**src/rtl/fxp_mac_pe.sv**
```systemverilog
// fxp_mac_pe: signed fixed-point multiply-accumulate processing element for the
// PCA covariance/projection systolic array. Operands and framing are forwarded
// east/south with one cycle of delay; the MAC itself is a two-stage pipeline
// (product register, then align + accumulate). All state updates on the falling
// clock edge to match the array timing.
module fxp_mac_pe #(
    parameter int DATA_W   = 8,
    parameter int FRAC_W   = 4,
    parameter int ACC_W    = 16,
    parameter int SATURATE = 1
) (
    input  logic              clk,
    input  logic              reset,
    input  logic              in_valid,
    input  logic [DATA_W-1:0] in_a,
    input  logic [DATA_W-1:0] in_b,
    input  logic              in_clear,
    input  logic              in_last,
    output logic [DATA_W-1:0] out_a,
    output logic [DATA_W-1:0] out_b,
    output logic              out_valid,
    output logic              out_clear,
    output logic              out_last,
    output logic [ACC_W-1:0]  out_sum,
    output logic              sum_valid,
    output logic              overflow
);

    localparam int PW = 2 * DATA_W;
    // Working width wide enough for both the full aligned product and acc + p,
    // so the range test below never loses the true sign.
    localparam int EW = ((ACC_W + 2) > (PW + 2)) ? (ACC_W + 2) : (PW + 2);

    localparam logic signed [EW-1:0] RND  = EW'((2 ** FRAC_W) / 2);
    localparam logic signed [EW-1:0] MAXV = {{(EW-ACC_W+1){1'b0}}, {(ACC_W-1){1'b1}}};
    localparam logic signed [EW-1:0] MINV = {{(EW-ACC_W+1){1'b1}}, {(ACC_W-1){1'b0}}};

    logic signed [PW-1:0] a_ext;
    logic signed [PW-1:0] b_ext;
    logic signed [PW-1:0] prod_q;
    logic                 s1_valid;
    logic                 s1_clear;
    logic                 s1_last;
    logic                 last_q;

    logic signed [EW-1:0] prod_ext;
    logic signed [EW-1:0] rounded;
    logic signed [EW-1:0] p;
    logic signed [EW-1:0] acc_ext;
    logic signed [EW-1:0] total;
    logic                 term_ovf;
    logic [ACC_W-1:0]     next_acc;

    assign a_ext = {{DATA_W{in_a[DATA_W-1]}}, in_a};
    assign b_ext = {{DATA_W{in_b[DATA_W-1]}}, in_b};

    // Forward operands and framing to the neighbouring PEs, one cycle late.
    always_ff @(negedge clk) begin
        if (reset) begin
            out_a     <= '0;
            out_b     <= '0;
            out_valid <= 1'b0;
            out_clear <= 1'b0;
            out_last  <= 1'b0;
        end else begin
            out_valid <= in_valid;
            out_clear <= in_valid & in_clear;
            out_last  <= in_valid & in_last;
            if (in_valid) begin
                out_a <= in_a;
                out_b <= in_b;
            end
        end
    end

    // Stage 1: register the full-width product and the term tags. The clear tag
    // travels even without valid so a bare clear can zero the accumulator.
    always_ff @(negedge clk) begin
        if (reset) begin
            prod_q   <= '0;
            s1_valid <= 1'b0;
            s1_clear <= 1'b0;
            s1_last  <= 1'b0;
        end else begin
            s1_valid <= in_valid;
            s1_clear <= in_clear;
            s1_last  <= in_valid & in_last;
            if (in_valid) begin
                prod_q <= a_ext * b_ext;
            end
        end
    end

    // Round-half-up alignment of the product, accumulate, and range check.
    always_comb begin
        prod_ext = {{(EW-PW){prod_q[PW-1]}}, prod_q};
        rounded  = prod_ext + RND;
        p        = rounded >>> FRAC_W;
        acc_ext  = {{(EW-ACC_W){out_sum[ACC_W-1]}}, out_sum};
        total    = s1_clear ? p : (acc_ext + p);
        term_ovf = (total > MAXV) || (total < MINV);
        next_acc = total[ACC_W-1:0];
        if (SATURATE != 0) begin
            if (total > MAXV) begin
                next_acc = MAXV[ACC_W-1:0];
            end else if (total < MINV) begin
                next_acc = MINV[ACC_W-1:0];
            end
        end
    end

    // Stage 2: update accumulator and sticky overflow; sum_valid follows the
    // stage-2 update of a last-tagged term by one further edge.
    always_ff @(negedge clk) begin
        if (reset) begin
            out_sum   <= '0;
            overflow  <= 1'b0;
            last_q    <= 1'b0;
            sum_valid <= 1'b0;
        end else begin
            last_q    <= s1_last;
            sum_valid <= last_q;
            if (s1_valid) begin
                out_sum  <= next_acc;
                overflow <= s1_clear ? term_ovf : (overflow | term_ovf);
            end else if (s1_clear) begin
                out_sum  <= '0;
                overflow <= 1'b0;
            end
        end
    end

endmodule

```
**config.mk**
```make
export PLATFORM = sky130hd
export DESIGN_NAME = fxp_mac_pe
export DESIGN_NICKNAME = d
export VERILOG_FILES = /design/src/rtl/fxp_mac_pe.sv
export SDC_FILE = /design/constraint.sdc
export NUM_CORES = 1
export LEC_CHECK = 0
export ABC_CLOCK_PERIOD_IN_PS = 11600
export BUFFER_PORTS_ARGS = -buffer_cell sky130_fd_sc_hd__buf_2
export CORE_MARGIN = 3
export CORE_UTILIZATION = 25
export DETAILED_ROUTE_END_ITERATION = 10
export GPL_TIMING_DRIVEN = 0
export PLACE_DENSITY = 0.53
export SLEW_MARGIN = 15
export SYNTH_ARGS = -nofsm -noshare
export SYNTH_HDL_FRONTEND = slang
export SYNTH_SLANG_ARGS = --single-unit
```
**constraint.sdc**
```tcl
create_clock -name clk -period 11.6 [get_ports clk]
set_clock_uncertainty 0.15 [all_clocks]
set_input_delay 1.16 -clock clk [delete_from_list [all_inputs] [get_ports clk]]
set_output_delay 1.16 -clock clk [all_outputs]
set_load 0.1 [all_outputs]
```
# Word-level counts from Yosys, hierarchy flattened
# Cells that the tools add are included.
dict set report word_totals {
  reg_bits 55
  latchBits 0
  ramBits 0
  romBits 0
  mem_count 0
}
dict set report op_classes {
  add_sub_neg 2
  mul 1
  n_div 0
  magnitude_cmp 2
  eq_ne 0
  shift 0
  n_mux 8
  bitwise_logic 3
  n_reduce_logical 2
}
# cell n
set ops {}
lappend ops {{2-to-1 mux 16 bit} 4}
lappend ops {{> comparator 18 x 16 -> 1 bit, second input constant} 1}
lappend ops {{< comparator 18 x 16 -> 1 bit, second input constant} 1}
lappend ops {{2-to-1 mux 18 bit} 1}
lappend ops {{adder 16 x 13 -> 17 bit} 1}
lappend ops {{adder 16 x 5 -> 17 bit, second input constant} 1}
lappend ops {{multiplier 8 x 8 -> 16 bit} 1}
lappend ops {{2-to-1 mux 1 bit} 3}
lappend ops {{AND 1 bit} 2}
lappend ops {{nonzero test 2 bit} 1}
lappend ops {{logical OR 1 bit} 1}
lappend ops {{OR 1 bit} 1}

# Logic depth before layout (Yosys ltp)
# Gate-level depths: netlist (run 1).
dict set report logic_depth {
  word_depth 8
  mapped_depth 18
  depth_no_buf 17
}

==> summary by stage, run 1 <==
Detailed routing
The detailed-route vias per instance is 4.67. The detail route stage leaves a number of antenna-violating nets equal to 0. The routed wire length is about 14000 um. The average detailed-routed wire length per instance is ~14 um. The detailed-route DRC error count is 0. The total vias in the final route is roughly 4700. The detailed router's first-iteration violation count is roughly 200. The length of the first detailed-routing pass in iterations is 6.

Power
The switching power total is between 600 and 700 uW. The share of power burned in the clock network is a little under a fifth. The sequential cell fraction of total power is between 10% and 20%. The internal portion of the total power is just over 600 uW.

Net switching is roughly 50% of the power. Summed over all cells, the static leakage comes to 3.19 nW. The total chip power is between 1 and 1.5 mW. IR analysis of the VDD net gives a maximum drop of between 0.07 and 0.08 mV. The share of total power dissipated in combinational logic is just over 60%. The power density over the cells is around 190 nW/um2.

Finish
The relative area change from synthesis to final layout is 17.4%. The final-stage net count is 853. The final-layout fill cell count is between 2000 and 2500. The final instance count without filler cells is slightly above 1000. The post-route cell area is ~6400 um2. Cells fill 30.2% of the core in the end. The share of layout cells above drive strength 1 is 10.2%.

CTS
After clock tree synthesis, the flow added hold-fix buffers numbering 0. The number of buffers on the longest clock path is 2. The clock drives between 50 and 60 sinks. In this run, CTS created clock tree buffers numbering 5.

The clock-pin slew on the worst setup and hold paths is 0.03 ns. Once the clock tree was built, the setup fixing pass inserted 0 buffers. The later pin in the worst-skew pair is clocked with a latency of just under 0.4 ns. The cell chosen for the clock root is sky130_fd_sc_hd__clkbuf_16.

In this run, post-CTS repair resized a total of 0 instances. In this run the number of H-tree levels came out at 2. The TritonCTS clock tree is done.

Placement
In this run, placement finished with an instance count of 948. OpenSTA, run right after detailed placement, puts the worst setup slack at approximately 0.028 ns. The number of port buffers is a little over 50.

The congestion estimate from routability-driven global placement came to 0.864. The cell area after placement is just over 6000 um2. Detailed placement finished with a half-perimeter wire length of 11300 um.

Floorplan
The overall die height is between 150 and 200 um. The effective utilization at floorplan is about a quarter. The initialized floorplan defines between 50 and 60 standard-cell rows. 58 I/O pins were placed.

The horizontal die dimension is 154 um. The core region area is 21200 um2. The full die area is roughly 24000 um2.

Global route
The all-layer global routing usage is between 10% and 20%. The via count of the first global-routing pass is between 4000 and 5000. The number of antenna violations at the first check in global routing is 0.

After global routing the overflow that remains totals 0. Entering global routing, the biggest net connects 19 pins. The first global-routing pass estimated roughly 24000 um of wire.

Worst hold path
In this run the worst hold path is classified as flip-flop to flip-flop.

Yosys
Yosys mapped a number of flops with a built-in enable equal to 0. Averaged over all synthesized cells, the footprint is roughly 8.8 um2. The number of nets produced by synthesis is about 740. During synthesis, Yosys emitted a total of 0 warnings.

The post-synthesis cell count is slightly above 600. The fraction of the yosys area taken by sequential cells is 19.1%. Summing every instance area after synthesis gives 5460 um2.

For this run, the leading register cell type out of synthesis is sky130_fd_sc_hd__dfxtp_1. The synthesis-stage register bit count is 52. The synthesized netlist contains 58 unique library cells. The share of synthesized flip-flops with an asynchronous set or reset is 0%.

Outcome
The run finished with clean final reports.

Timing
The slew at the pin with the worst max-slew slack is around 0.86 ns. Setup violations remaining at the end of the flow were counted as 0. The worst-case setup margin in the final layout is between 0.3 and 0.4 ns. The final setup TNS is 0 ns. The max-slew violation count is 0. Headroom to the max-slew limit came out at 43.0%. The final hold violation count came to 0. Across all hold checks on the routed design, the worst slack comes to around 0.29 ns. Setup repair after global routing left no endpoint under its margin.

Flow run
The count of max-cap constraint violations is 0.

Critical path
The highest fanout seen on the critical path is 10. Data on the critical path is required at its endpoint by slightly below 6 ns. The critical path capture point type is a flip-flop. The critical path in this run is classified as input port to flip-flop. At the worst endpoint, the arrival time is between 5 and 6 ns.

The startpoint type of the worst setup path is an input port.
-- critical path, stage by stage --
cell                       delay (ns)
sky130_fd_sc_hd__clkbuf_1        0.37
sky130_fd_sc_hd__nand2_1         0.14
sky130_fd_sc_hd__fa_1            0.52
sky130_fd_sc_hd__fa_1            0.55
sky130_fd_sc_hd__inv_1           0.06
sky130_fd_sc_hd__fa_1            0.50
sky130_fd_sc_hd__fa_1            0.49
sky130_fd_sc_hd__ha_1            0.34
sky130_fd_sc_hd__o21ai_0         0.09
sky130_fd_sc_hd__o21bai_1        0.12
sky130_fd_sc_hd__a31oi_1         0.27
sky130_fd_sc_hd__o21ai_0         0.21
sky130_fd_sc_hd__o41ai_1         0.33
sky130_fd_sc_hd__xnor2_1         0.17
sky130_fd_sc_hd__a211oi_1        0.24
-- cells by family (layout without fill, tap and decap cells) --
group / after synthesis / count (layout) / synth area share (%)
simple gates: 201 / 201 / 18.3
fa+ha+maj: 101 / 101 / 30.8
compound gates: 115 / 115 / 14.7
flops: 52 / 52 / 19.1
xor+xnor: 34 / 34 / 5.45
buf+inv: 92 / 202 / 6.62
other cells: 0 / 1 / 0
mux: 27 / 27 / 4.99
-- flip-flops by register name, indices dropped and copies added, names as in the netlist --
register and flops:
out_sum 16, prod_q 13, out_a 8, out_b 8
last_q 1, out_clear 1, overflow 1, s1_clear 1
s1_last 1, s1_valid 1, sum_valid 1
-- Yosys cell counts (2+ instances only) --
| cell | count | area share [%] |
|---|---|---|
| sky130_fd_sc_hd__nand2_1 | 51 | 3.5 |
| sky130_fd_sc_hd__nor2_1 | 46 | 3.2 |
| sky130_fd_sc_hd__and3_1 | 7 | 0.80 |
| sky130_fd_sc_hd__and2_1 | 37 | 4.2 |
| sky130_fd_sc_hd__nor3_1 | 7 | 0.64 |
| sky130_fd_sc_hd__dfxtp_1 | 52 | 19 |
| sky130_fd_sc_hd__a22o_1 | 2 | 0.32 |
| sky130_fd_sc_hd__nand3b_1 | 4 | 0.55 |
| sky130_fd_sc_hd__o211ai_1 | 4 | 0.55 |
| sky130_fd_sc_hd__nand3_1 | 17 | 1.6 |
| sky130_fd_sc_hd__mux2_2 | 2 | 0.41 |
| sky130_fd_sc_hd__ha_1 | 45 | 10 |
| sky130_fd_sc_hd__nor2b_1 | 7 | 0.80 |
| sky130_fd_sc_hd__nor4_1 | 2 | 0.23 |
| sky130_fd_sc_hd__a21boi_0 | 2 | 0.27 |
| sky130_fd_sc_hd__a31oi_1 | 2 | 0.23 |
| sky130_fd_sc_hd__a32oi_1 | 2 | 0.32 |
| sky130_fd_sc_hd__nand4_1 | 5 | 0.57 |
| sky130_fd_sc_hd__a31o_2 | 2 | 0.32 |
| sky130_fd_sc_hd__xnor2_1 | 25 | 4.0 |
| sky130_fd_sc_hd__o2111ai_1 | 2 | 0.32 |
| sky130_fd_sc_hd__mux2i_1 | 25 | 4.6 |
| sky130_fd_sc_hd__fa_1 | 56 | 21 |
| sky130_fd_sc_hd__a21o_1 | 10 | 1.4 |
| sky130_fd_sc_hd__and4_1 | 2 | 0.32 |
| sky130_fd_sc_hd__a41oi_1 | 3 | 0.48 |
| sky130_fd_sc_hd__a221oi_1 | 2 | 0.32 |
| sky130_fd_sc_hd__clkbuf_1 | 16 | 1.1 |
| sky130_fd_sc_hd__a211oi_1 | 10 | 1.4 |
| sky130_fd_sc_hd__o21bai_1 | 4 | 0.55 |
| sky130_fd_sc_hd__buf_1 | 2 | 0.14 |
| sky130_fd_sc_hd__o21a_1 | 7 | 0.96 |
| sky130_fd_sc_hd__a21oi_1 | 28 | 2.6 |
| sky130_fd_sc_hd__nand2b_1 | 11 | 1.3 |
| sky130_fd_sc_hd__xor2_1 | 9 | 1.4 |
| sky130_fd_sc_hd__a21o_2 | 2 | 0.32 |
| sky130_fd_sc_hd__or2_2 | 2 | 0.23 |
| sky130_fd_sc_hd__buf_6 | 2 | 0.41 |
| sky130_fd_sc_hd__inv_1 | 71 | 4.9 |
| sky130_fd_sc_hd__o21ai_0 | 18 | 1.6 |
| sky130_fd_sc_hd__a41oi_2 | 2 | 0.60 |
-- metal layers --
metal  share of wire [%]  vias to the layer above  global-route usage (%)
li1                    -                     2321                       -
met1                  46                     2285                    16.4
met2                  47                       84                    19.6
met3                 4.6                       18                    3.15
met4                 1.9                        0                    4.71
met5                   0                        -                       0
-- final timing paths --
kind	start	end	slack, ns	cells past startpoint
worst max register to register	prod_q[5]$_SDFFE_NP0P_	out_sum[13]$_SDFFE_NP0P_	7.97	13
worst min register to register	last_q$_SDFF_NP0_	sum_valid$_SDFF_NP0_	0.29	1
worst min-delay path	last_q$_SDFF_NP0_	sum_valid$_SDFF_NP0_	0.29	1
worst max-delay path	in_b[6]	prod_q[15]$_SDFFE_NP0P_	0.37	15
-- power by group through the flow --
stage	logic [mW]	registers [mW]	clock network [mW]
finish	0.754	0.237	0.236
global route	0.850	0.240	0.266
CTS	0.762	0.236	0.249
detailed placement	0.755	0.239	0.0278
global placement	0.756	0.239	0.0278
floorplan	0.530	0.315	0.0278
-- layout make-up --
class | count | area [um2] | share of cell area, %
Antenna cell | 1 | 2.50 | 0.0390
Multi-Input combinational cell | 478 | 4060 | 63.3
Timing Repair Buffer | 51 | 255 | 3.98
Sequential cell | 52 | 1040 | 16.2
Inverter | 70 | 263 | 4.10
Buffer | 21 | 95.1 | 1.48
Clock buffer | 5 | 125 | 1.95
Clock inverter | 55 | 229 | 3.57
Tap cell | 275 | 344 | 5.36
-- layout by cell type, fill, tap and decap left out, drive strengths merged, types with 17 or more instances in the layout --
cell and instances:
buf 56, ha 45, inv 124, mux2i 25
nand3 17, nand2 51, clkbuf 21, o21ai 19
nor2 46, xnor2 25, dfxtp 52, and2 37
a21oi 28, fa 56
No activity file was read; power rests on OpenSTA's default activity.
==> run 2: changes to the inputs <==
--- a/config.mk
+++ b/config.mk
@@ -9,9 +9,10 @@
 export BUFFER_PORTS_ARGS = -buffer_cell sky130_fd_sc_hd__buf_2
 export CORE_MARGIN = 3
 export CORE_UTILIZATION = 25
+export CTS_CLUSTER_SIZE = 16
 export DETAILED_ROUTE_END_ITERATION = 10
 export GPL_TIMING_DRIVEN = 0
-export PLACE_DENSITY = 0.53
+export PLACE_DENSITY = 0.44
 export SLEW_MARGIN = 15
 export SYNTH_ARGS = -nofsm -noshare
 export SYNTH_HDL_FRONTEND = slang
==> summary by stage, run 2 (synthesis results as in run 1) <==
Placement
The worst setup slack after placement is 0.0652 ns (+0.0374 ns). The global placement routability congestion came to 0.866 (+0.20%). The cell area after placement is 6060 um2 (unchanged). The detailed-placement wirelength estimate was 11900 um (+5.9%). The count of placed standard cells including taps is 948 (unchanged). The number of port buffers came to 51 (unchanged).

Finish
The largest registers in the layout are out_sum: 16 flops, prod_q: 13 flops. The antenna diode count is 0 (-1). The most common library cell in the layout ignoring fill and taps is sky130_fd_sc_hd__inv_1. The flip-flop count of the largest register, all copies and words added is 16 (unchanged). The final-layout fill cell count is 2329 (-0.77%). The register with the most flip-flops in the final layout is out_sum. The library cells used most frequently in the layout, excluding fill and tap cells, are sky130_fd_sc_hd__inv_1 (122), sky130_fd_sc_hd__fa_1 (56), sky130_fd_sc_hd__buf_2 (52), sky130_fd_sc_hd__dfxtp_1 (52), sky130_fd_sc_hd__nand2_1 (51). The utilization after layout is 30.3% (+0.041 points). The final-stage net count came to 853 (unchanged). The post-route cell area is 6420 um2 (+0.14%). The relative area change from synthesis to final layout is 17.6%. The final instance count without filler cells is 1007 (-0.099%). The share of layout cells above drive strength 1 is 10.2% (unchanged).

Timing
The final setup TNS is 0 ns (unchanged). The relative slew slack was 35.2% (-7.7 points). The total of endpoints with negative setup slack in the final report is 0 (unchanged). The worst hold slack across all endpoints is 0.292 ns (-0.00154 ns). The slew at the pin with the worst max-slew slack is 0.971 ns (+0.116 ns). Setup repair after global routing left no endpoint under its margin. The max-slew violation count is 0 (unchanged).

The worst-case setup margin in the final layout is 0.453 ns (+0.0846 ns). The final hold violation count is 0 (unchanged).

Detailed routing
The met2 wire length was 7000 um (+4.2%). The detailed-route vias per instance is 4.64 (-0.64%). The detailed-routed wire length on met3 is 845 um (+30%).

The detailed router's first-iteration violation count is 183 (-8.0%). The length of the first detailed-routing pass in iterations came to 4 (-2). The met1 wire length is 7070 um (+7.0%).

The total vias in the final route came to 4673 (-0.74%). The routed wire length came to 15300 um (+7.2%). The average detailed-routed wire length per instance is 15.2 um (+7.3%). The number of routed nets with antenna violations is 0 (unchanged).

The detailed-route DRC error count is 0 (unchanged). The highest signal layer in the routed design is met4.

Power
The worst IR drop on VDD is 0.0656 mV (-9.2%). The total chip power is 1.25 mW (+1.9%). The power density over the cells is 195 nW/um2 (+1.8%).

The leakage power came to 3.19 nW (+0.17%).

Global route
The global-route wire length before repair is 25400 um (+5.7%). The largest net degree at the start of global routing is 17 (-2). The via count of the first global-routing pass is 4897 (+2.2%). The overflow left after global routing was 0 (unchanged). The all-layer global routing usage is 13.1% (+0.72 points). The number of antenna violations at the first check in global routing is 0 (unchanged).

Floorplan
The effective utilization at floorplan is 25.7% (unchanged). The row count is 53 (unchanged). The full die area is 23700 um2 (unchanged). The horizontal die dimension is 154 um (unchanged).

The overall die height is 154 um (unchanged). The number of placed I/O pins came to 58 (unchanged). The core region area is 21200 um2 (unchanged).

Worst hold path
The worst min-delay path class is flip-flop to flip-flop.

Critical path
The classification of the worst setup path is input port to flip-flop. The slowest stage of the critical path belongs to the cell sky130_fd_sc_hd__fa_1. The signal on the critical path passes through clkbuf_1 > nand2_1 > fa_1 > fa_1 > inv_1 > fa_1 > fa_1 > ha_1 > o21ai_0 > o21bai_1 > a31oi_1 > o21ai_0 > o41ai_1 > xnor2_1 > a211oi_1.

The delay of the slowest cell on the worst path is 0.55 ns (about the same). Counting stages on the worst path, the most repeated cell is sky130_fd_sc_hd__fa_1. The arrival time at the worst endpoint is 5.49 ns (-0.08 ns).

The highest fanout seen on the critical path is 10 (unchanged). STA classifies the critical path startpoint as an input port. The worst setup path is captured at a flip-flop. The required time at the worst-slack endpoint is 5.95 ns (about the same).

CTS
The count of hold-fix buffers inserted at cts is 0 (unchanged). The cell chosen for the clock root is sky130_fd_sc_hd__clkbuf_16. The CTS H-tree depth came to 2 (unchanged).

The clock-pin slew on the worst setup and hold paths came to 0.04 ns (about the same). The number of post-CTS setup repair buffers is 0 (unchanged). The TritonCTS buffer count was 5 (unchanged).

The TritonCTS clock tree is done. The number of buffers on the longest clock path is 2 (unchanged). The later-pin clock latency in the skew report is 0.39 ns (about the same).

The number of clock sinks is 52 (unchanged). The number of gates resized after CTS came to 0 (unchanged).

Flow run
The count of max-cap constraint violations is 0 (unchanged).

Outcome
The run finished with clean final reports.
run 2: final timing paths:
| kind | startpoint | to | slack, ns | depth (start not counted) |
|---|---|---|---|---|
| worst max-delay path | in_b[6] | prod_q[15]$_SDFFE_NP0P_ | 0.45 | 15 |
| worst min-delay path | last_q$_SDFF_NP0_ | sum_valid$_SDFF_NP0_ | 0.29 | 1 |
| worst max register to register | prod_q[3]$_SDFFE_NP0P_ | out_sum[8]$_SDFFE_NP0P_ | 8.00 | 14 |
| worst min register to register | last_q$_SDFF_NP0_ | sum_valid$_SDFF_NP0_ | 0.29 | 1 |
run 2: critical path: cells and delay by family:
family / cells / cell delay, ns
simple gates: 1 / 0.14
xor+xnor: 1 / 0.16
fa+ha+maj: 5 / 2.42
compound gates: 6 / 1.20
buf+inv: 2 / 0.42
run 2: area by class of cell:
type / count / area [um2] / share of cell area, %
Sequential cell: 52 / 1040 / 16.2
Timing Repair Buffer: 51 / 255 / 3.97
Tap cell: 275 / 344 / 5.36
Multi-Input combinational cell: 478 / 4060 / 63.2
Clock buffer: 5 / 125 / 1.95
Buffer: 21 / 95.1 / 1.48
Clock inverter: 55 / 240 / 3.74
Inverter: 70 / 263 / 4.09
run 2: metal layers:
layer | global-route usage (%) | up-vias
met5 | 0 | -
met4 | 6.27 | 0
met3 | 3.21 | 27
met2 | 20.5 | 107
met1 | 17.1 | 2223
li1 | - | 2316
run 2: report_power, final:
| group | internal (mW) | switching [mW] | leakage, nW | total, mW |
|---|---|---|---|---|
| logic | 0.302 | 0.454 | 2.40 | 0.756 |
| registers | 0.208 | 0.0288 | 0.427 | 0.237 |
| clock network | 0.127 | 0.131 | 0.361 | 0.258 |
| total | 0.636 | 0.614 | 3.19 | 1.25 |
